===== src/rtl/pipe_ctrl_pkg.sv =====
// Shared state encodings, counter width and saturating-increment helper for the
// pipeline stall/flush sequencer.
package pipe_ctrl_pkg;

  typedef enum logic [1:0] {
    StRun      = 2'b00,
    StDmemWait = 2'b01,
    StRedirect = 2'b10,
    StHalt     = 2'b11
  } ctrlState_e;

  localparam int unsigned CntWidth = 16;

  function automatic logic [CntWidth-1:0] satInc(input logic [CntWidth-1:0] val);
    return (&val) ? val : val + 1'b1;
  endfunction

endpackage


===== src/rtl/pipe_stall_ctrl_if.sv =====
// Event inputs and latch-control outputs of the stall/flush sequencer.
// master = pipeline side (drives events), slave = the sequencer.
interface pipe_stall_ctrl_if;
  import pipe_ctrl_pkg::*;

  logic                imem_stall;
  logic                dmem_req;
  logic                dmem_done;
  logic                load_use;
  logic                branch_taken;
  logic                halt_req;

  logic                pc_en;
  logic                ifid_en;
  logic                idex_en;
  logic                exmem_en;
  logic                memwb_en;
  logic                ifid_bubble;
  logic                idex_bubble;
  logic                exmem_bubble;
  logic                memwb_bubble;
  logic                halted;
  logic [1:0]          ctrl_state;
  logic [CntWidth-1:0] stall_cycles;
  logic [CntWidth-1:0] flush_count;

  modport master (
    output imem_stall, dmem_req, dmem_done, load_use, branch_taken, halt_req,
    input  pc_en, ifid_en, idex_en, exmem_en, memwb_en,
    input  ifid_bubble, idex_bubble, exmem_bubble, memwb_bubble,
    input  halted, ctrl_state, stall_cycles, flush_count
  );

  modport slave (
    input  imem_stall, dmem_req, dmem_done, load_use, branch_taken, halt_req,
    output pc_en, ifid_en, idex_en, exmem_en, memwb_en,
    output ifid_bubble, idex_bubble, exmem_bubble, memwb_bubble,
    output halted, ctrl_state, stall_cycles, flush_count
  );

endinterface


===== src/rtl/sat_counter16.sv =====
// Saturating up-counter: cleared by reset, increments while en, sticks at all-ones.
module sat_counter16
  import pipe_ctrl_pkg::*;
(
  input  logic                clk,
  input  logic                rst,
  input  logic                en,
  output logic [CntWidth-1:0] count
);

  logic [CntWidth-1:0] countQ;

  always_ff @(posedge clk or posedge rst) begin
    if (rst) begin
      countQ <= '0;
    end else if (en) begin
      countQ <= satInc(countQ);
    end
  end

  assign count = countQ;

endmodule


===== src/rtl/pipe_stall_ctrl.sv =====
// Stall/flush sequencer for the five-stage pipeline: Mealy latch enables and bubbles.
// Perf counters are built only when PIPE_PERF_CNT_EN is defined.
module pipe_stall_ctrl
  import pipe_ctrl_pkg::*;
(
  input  logic            clk,
  input  logic            rst,
  pipe_stall_ctrl_if.slave bus
);

  ctrlState_e stateQ, stateD;

  logic pcEn, ifidEn, idexEn, exmemEn, memwbEn;
  logic ifidBub, idexBub, exmemBub, memwbBub;
  logic flushHit;
  logic dmemBusy;

  assign dmemBusy = bus.dmem_req & ~bus.dmem_done;

  always_ff @(posedge clk or posedge rst) begin
    if (rst) begin
      stateQ <= StRun;
    end else begin
      stateQ <= stateD;
    end
  end

  always_comb begin
    stateD = stateQ;
    case (stateQ)
      StRun: begin
        if (bus.halt_req) begin
          stateD = StHalt;
        end else if (dmemBusy) begin
          stateD = StDmemWait;
        end else if (bus.branch_taken && bus.imem_stall) begin
          stateD = StRedirect;
        end
      end
      StDmemWait: if (bus.dmem_done) stateD = StRun;
      StRedirect: if (!bus.imem_stall) stateD = StRun;
      StHalt:     stateD = StHalt;
      default:    stateD = StRun;
    endcase
  end

  always_comb begin
    pcEn     = 1'b1;
    ifidEn   = 1'b1;
    idexEn   = 1'b1;
    exmemEn  = 1'b1;
    memwbEn  = 1'b1;
    ifidBub  = 1'b0;
    idexBub  = 1'b0;
    exmemBub = 1'b0;
    memwbBub = 1'b0;
    flushHit = 1'b0;
    case (stateQ)
      StRun: begin
        if (bus.halt_req) begin
          {pcEn, ifidEn, idexEn, exmemEn, memwbEn} = '0;
        end else if (dmemBusy) begin
          {pcEn, ifidEn, idexEn, exmemEn} = '0;
          memwbBub = 1'b1;
        end else if (bus.branch_taken) begin
          {ifidBub, idexBub, exmemBub} = '1;
          flushHit = 1'b1;
        end else if (bus.load_use) begin
          pcEn    = 1'b0;
          ifidEn  = 1'b0;
          idexBub = 1'b1;
        end else if (bus.imem_stall) begin
          pcEn    = 1'b0;
          ifidBub = 1'b1;
        end
      end
      StDmemWait: begin
        if (!bus.dmem_done) begin
          {pcEn, ifidEn, idexEn, exmemEn} = '0;
          memwbBub = 1'b1;
        end
      end
      StRedirect: begin
        // The wrong-path word is squashed both while in flight and when it lands.
        pcEn    = ~bus.imem_stall;
        ifidBub = 1'b1;
      end
      default: begin
        {pcEn, ifidEn, idexEn, exmemEn, memwbEn} = '0;
      end
    endcase
    if (rst) begin
      {pcEn, ifidEn, idexEn, exmemEn, memwbEn} = '0;
      {ifidBub, idexBub, exmemBub, memwbBub}   = '0;
      flushHit = 1'b0;
    end
  end

  assign bus.pc_en        = pcEn;
  assign bus.ifid_en      = ifidEn;
  assign bus.idex_en      = idexEn;
  assign bus.exmem_en     = exmemEn;
  assign bus.memwb_en     = memwbEn;
  assign bus.ifid_bubble  = ifidBub;
  assign bus.idex_bubble  = idexBub;
  assign bus.exmem_bubble = exmemBub;
  assign bus.memwb_bubble = memwbBub;
  assign bus.halted       = (stateQ == StHalt);
  assign bus.ctrl_state   = stateQ;

`ifdef PIPE_PERF_CNT_EN
  logic stallInc;
  assign stallInc = ~pcEn & (stateQ != StHalt);

  sat_counter16 u_stall_cnt (
    .clk   (clk),
    .rst   (rst),
    .en    (stallInc),
    .count (bus.stall_cycles)
  );

  sat_counter16 u_flush_cnt (
    .clk   (clk),
    .rst   (rst),
    .en    (flushHit),
    .count (bus.flush_count)
  );
`else
  assign bus.stall_cycles = '0;
  assign bus.flush_count  = '0;
`endif

endmodule


===== src/flat_wrapper.sv =====
// flat-port wrapper written by rule: the top's interface ports become plain ports
module pipe_stall_ctrl_flat import pipe_ctrl_pkg::*;
  (clk, rst, bus_imem_stall, bus_dmem_req, bus_dmem_done, bus_load_use, bus_branch_taken, bus_halt_req, bus_pc_en, bus_ifid_en, bus_idex_en, bus_exmem_en, bus_memwb_en, bus_ifid_bubble, bus_idex_bubble, bus_exmem_bubble, bus_memwb_bubble, bus_halted, bus_ctrl_state, bus_stall_cycles, bus_flush_count);
  pipe_stall_ctrl_if bus_i ();
  input  logic clk;
  input  logic rst;
  input wire logic [$bits(bus_i.imem_stall)-1:0] bus_imem_stall;
  input wire logic [$bits(bus_i.dmem_req)-1:0] bus_dmem_req;
  input wire logic [$bits(bus_i.dmem_done)-1:0] bus_dmem_done;
  input wire logic [$bits(bus_i.load_use)-1:0] bus_load_use;
  input wire logic [$bits(bus_i.branch_taken)-1:0] bus_branch_taken;
  input wire logic [$bits(bus_i.halt_req)-1:0] bus_halt_req;
  output wire logic [$bits(bus_i.pc_en)-1:0] bus_pc_en;
  output wire logic [$bits(bus_i.ifid_en)-1:0] bus_ifid_en;
  output wire logic [$bits(bus_i.idex_en)-1:0] bus_idex_en;
  output wire logic [$bits(bus_i.exmem_en)-1:0] bus_exmem_en;
  output wire logic [$bits(bus_i.memwb_en)-1:0] bus_memwb_en;
  output wire logic [$bits(bus_i.ifid_bubble)-1:0] bus_ifid_bubble;
  output wire logic [$bits(bus_i.idex_bubble)-1:0] bus_idex_bubble;
  output wire logic [$bits(bus_i.exmem_bubble)-1:0] bus_exmem_bubble;
  output wire logic [$bits(bus_i.memwb_bubble)-1:0] bus_memwb_bubble;
  output wire logic [$bits(bus_i.halted)-1:0] bus_halted;
  output wire logic [$bits(bus_i.ctrl_state)-1:0] bus_ctrl_state;
  output wire logic [$bits(bus_i.stall_cycles)-1:0] bus_stall_cycles;
  output wire logic [$bits(bus_i.flush_count)-1:0] bus_flush_count;
  assign bus_i.imem_stall = bus_imem_stall;
  assign bus_i.dmem_req = bus_dmem_req;
  assign bus_i.dmem_done = bus_dmem_done;
  assign bus_i.load_use = bus_load_use;
  assign bus_i.branch_taken = bus_branch_taken;
  assign bus_i.halt_req = bus_halt_req;
  assign bus_pc_en = bus_i.pc_en;
  assign bus_ifid_en = bus_i.ifid_en;
  assign bus_idex_en = bus_i.idex_en;
  assign bus_exmem_en = bus_i.exmem_en;
  assign bus_memwb_en = bus_i.memwb_en;
  assign bus_ifid_bubble = bus_i.ifid_bubble;
  assign bus_idex_bubble = bus_i.idex_bubble;
  assign bus_exmem_bubble = bus_i.exmem_bubble;
  assign bus_memwb_bubble = bus_i.memwb_bubble;
  assign bus_halted = bus_i.halted;
  assign bus_ctrl_state = bus_i.ctrl_state;
  assign bus_stall_cycles = bus_i.stall_cycles;
  assign bus_flush_count = bus_i.flush_count;
  pipe_stall_ctrl u_core (.clk(clk), .rst(rst), .bus(bus_i));
endmodule

===== config.mk =====
export PLATFORM = sky130hd
export DESIGN_NAME = pipe_stall_ctrl_flat
export DESIGN_NICKNAME = d
export VERILOG_FILES = /design/src/rtl/pipe_ctrl_pkg.sv /design/src/rtl/pipe_stall_ctrl_if.sv /design/src/rtl/sat_counter16.sv /design/src/rtl/pipe_stall_ctrl.sv /design/src/flat_wrapper.sv
export SDC_FILE = /design/constraint.sdc
export NUM_CORES = 1
export LEC_CHECK = 0
export BUFFER_PORTS_ARGS = -buffer_cell sky130_fd_sc_hd__buf_4
export CELL_PAD_IN_SITES_DETAIL_PLACEMENT = 0
export CELL_PAD_IN_SITES_GLOBAL_PLACEMENT = 1
export CORE_ASPECT_RATIO = 1.2
export CORE_UTILIZATION = 23
export DETAILED_ROUTE_END_ITERATION = 7
export PLACE_DENSITY_LB_ADDON = 0.1
export SYNTH_ARGS = -nofsm -noshare
export SYNTH_HDL_FRONTEND = slang
export SYNTH_HIERARCHICAL = 1
export SYNTH_SLANG_ARGS = --single-unit
export TNS_END_PERCENT = 10

===== constraint.sdc =====
create_clock -name clk -period 1.98 [get_ports clk]
set_input_delay 0.396 -clock clk [delete_from_list [all_inputs] [get_ports clk]]
set_output_delay 0.396 -clock clk [all_outputs]
set_load 0.01 [all_outputs]

==> results.md <==
- A synthesized cell averages a little under 8 um2.
- The die outline area is 2730 um2.
- The weighted congestion reported at the end of routability-driven placement is around 0.74.
- Yosys printed 6 warnings.
- The number of distinct standard cells referenced by the synthesized netlist is 21.
- The share of the clock period used by the worst path after layout is 1.01.
- Of the total power, combinational logic draws 0.304.
- The sum of buffers and inverters on the critical path is 2.
- The startpoint type of the worst setup path is a register.
- TritonCTS built the clock tree.
- The share of total power in the clock network is 0.476.
- The synthesized-area fraction occupied by and/or/nand/nor cells is 0.175.
- The highest net fanout along the worst path is 3.
- The final core area utilization is 0.309.
- In the final routed layout, each cell accounts on average for ~9.5 um.
- The portion of synthesized area spent on multiplexers is 0.0388.
- The via count is 497.
- The timing-limited maximum frequency is ~500 MHz.
- For the worst setup path, the data arrival time is about 1.6 ns.
- The most used flip-flop cell after synthesis is dfrtp_1.
- The largest stage delay on the critical path is between 0.3 and 0.4 ns.
- The worst-case setup margin in the final layout is -0.0264 ns.
- The area share of fa/ha/maj cells after synthesis is 0.108.
- The count of nets left with antenna violations once routing finished came out at 0.
- The height of the die is 57.0 um.
- Power comes to around 0.19 mW.
- The top cell type by total area after synthesis is buf_4.
- The final critical-path required period is ~2 ns.
- The maximum root-to-sink buffer count is 2.
- The worst IR drop on VDD is approximately 0.16 mV.
- The final cell count without fillers is between 100 and 150.
- The detailed-route wire length is between 1 and 1.5 mm.
- In this run the tool buffered the top-level ports with 19 buffer cells.
- The area growth from synthesis to final layout is 23.9%.
- The initial DRC count is 9.
- The detailed-router iteration count before antenna repair is 4.
- After floorplanning, the core was sized to cover roughly 2300 um2.
- The checks that failed: negative setup slack.
- The count of max-cap constraint violations is 0.
- The part of the power in registers is 0.220.
- The signal on the critical path passes through inv_2, ha_4, nor2b_4, a21oi_2, o21a_1, nor4_2, buf_4.
- The largest net degree at the start of global routing is 8.
- The kind of critical path is reg -> out.
- The worst hold path belongs to the class in -> async.
- Global routing finished with a remaining overflow of 0.
- The number of global-route vias before repair was 435.
- The detailed router put a total of roughly 510 um of wire on met1.
- The synthesized design contains 2 register bits.
- In this run the power spent charging and discharging nets is approximately 0.065 mW.
- The area fraction of the dominant cell type after synthesis is 0.427.
- The cell class contributing the biggest share of worst-path delay is flip-flops.
- The worst slack after detailed placement is 0.0373 ns.
- The first global-routing pass estimated roughly 1.9 mm of wire.
- The clock reaches the later pin of the worst-skew pair after between 0.2 and 0.25 ns.
- The number of antenna diodes in the final layout is 0.
- In this run the static leakage power is slightly below 0.4 nW.
- The aggregate negative setup slack is -0.0264 ns.
- Setup repair after global routing could not meet its margin everywhere.
- For the worst setup path, the data required time is approximately 1.6 ns.
- By area, the combinational part of the netlist is dominated by buffers and inverters.
- The flow ran to the end, but the final reports show violations.
- The post-synthesis compound-gate area fraction is 0.121.
- The wire length on met2 is between 600 and 700 um.
- The final-report hold violation count is 0.
- The number of buffers added by the clock tree synthesis step is 3.
- The detailed-placement wirelength estimate is about 980 um.
- The category of the worst setup path capture point is an output port.
- In the routed design, unresolved DRC markers number 0.
- The share of cells above drive strength 1 is 0.400.
- The initial antenna violation count was 0.
- The cell count after synthesis came out at between 70 and 80.
- The die is ~48 um wide.
- Of the total synthesized cell area, the portion taken by XOR and XNOR cells is 0.
- The slowest stage of the critical path is the dfrtp_1 cell.
- Across the routed clock network, the largest skew measured is around 0.00019 ns.
- The total number of nets in the final design is between 100 and 150.
- The proportion of synthesized chip area in sequential cells is 0.0862.
- In the detailed route, the total length drawn on met3 is roughly 120 um.
- During I/O placement, the number of pins put on the boundary was 52.
- The area of the mapped netlist is roughly 580 um2.
- After synthesis, the share of flip-flops with an asynchronous set or reset is 1.00.
- The total power density per cell area is 260 nW/um2.
- Setup violations remaining at the end of the flow were counted as 1.
- The post-placement cell count is ~130.
- The proportion of total power due to net switching is 0.347.
- The H-tree depth is 1.
- Clock tree synthesis selected as its root buffer the cell clkbuf_4.
- Yosys attributes the largest share of cell area to buf_4, ha_1, dfrtp_1, nor3_1, inv_1.
- The number of clock sinks is 2.
- The initial utilization of the core area, before any placement, comes to 0.249.
- For this run, the total global-route usage over all layers was measured as 0.0947.
- The number of core rows is 19.
- Using the TritonRoute via totals, the vias-per-cell ratio works out to between 3 and 4.
- After clock tree synthesis, the clock-pin slew on the worst setup and hold paths is 0.03 ns.
- The internal power of the cells totals between 0.1 and 0.15 mW.
- The number of enable flip-flop cells after synthesis is 0.
- The final-report max-slew violation count was 0.
- The register with the most flip-flops in the layout has 2 of them.
- The highest layer touched by signal routing is met3.
path summary, 6_finish.rpt:
path | to | cells after the start | startpoint | slack, ns
max | bus_pc_en | 7 | u_core/bus.ctrl_state[0]$_DFFE_PP0P_ | -0.03
min | u_core/bus.ctrl_state[1]$_DFFE_PP0P_ | 2 | rst | 0.11
max reg2reg | u_core/bus.ctrl_state[1]$_DFFE_PP0P_ | 7 | u_core/bus.ctrl_state[0]$_DFFE_PP0P_ | 0.11
min reg2reg | u_core/bus.ctrl_state[0]$_DFFE_PP0P_ | 2 | u_core/bus.ctrl_state[0]$_DFFE_PP0P_ | 0.65
max in group asynchronous | u_core/bus.ctrl_state[0]$_DFFE_PP0P_ | 2 | rst | 1.72
min in group clk | u_core/bus.ctrl_state[0]$_DFFE_PP0P_ | 3 | bus_imem_stall | 0.63
layer usage:
metal  vias to the layer above  track usage
li1                        236            -
met1                       228        0.118
met2                        33        0.149
met3                         0       0.0190
met4                         0       0.0476
met5                         -            0
cell usage in the layout, fill, tap and decap left out, drive strengths merged, types with 2 or more instances in the layout:
master	netlist	routed
conb	1	32
buf	33	24
a211oi	2	2
dfrtp	2	2
nor2	2	2
clkbuf	0	3
nor3	5	5
ha	5	5
nand2	3	3
a21oi	3	3
mux2	2	2
inv	6	6
a31oi	2	2
metrics by stage:
stage	hold WS, ns	area [um2]
floorplan	0.150	697
global placement	0.334	646
detailed placement	0.332	646
CTS	0.0958	716
global route	0.111	719
finish	0.106	719
cell usage after synthesis, types with 2 or more instances:
cell type	number
nor2_1	2
nor3_1	5
a211oi_1	2
mux2_2	2
a31oi_1	2
buf_4	33
a21oi_1	3
dfrtp_1	2
ha_1	5
inv_1	6
nand2_1	3
final cells by class:
type | instances | area (um2)
Inverter | 6 | 22.5
Timing Repair Buffer | 24 | 180
Multi-Input combinational cell | 65 | 405
Fill cell | 276 | 1610
Clock buffer | 3 | 22.5
Sequential cell | 2 | 50.0
Tap cell | 31 | 38.8
kinds of logic after synthesis:
kind of cell    after synthesis
buf+inv                      39
fa+ha+maj                     5
compound gates               10
mux                           2
flops                         2
simple gates                 16
other cells                   1
power groups by stage:
stage                     clock, mW  sequential [mW]  combinational, mW
final                        0.0889           0.0412             0.0568
after global routing         0.0977           0.0412             0.0639
after CTS                    0.0949           0.0412             0.0553
after detailed placement          0           0.0416             0.0545
after global placement            0           0.0416             0.0554
after floorplan                   0           0.0416             0.0822
timing repair:
action	in CTS	in global routing
hold buffers	0	0
pin swaps	3	2
setup buffers	3	0
endpoints found under the setup margin	4	6
resized for setup	7	1
(Power assumes the default switching activity.)
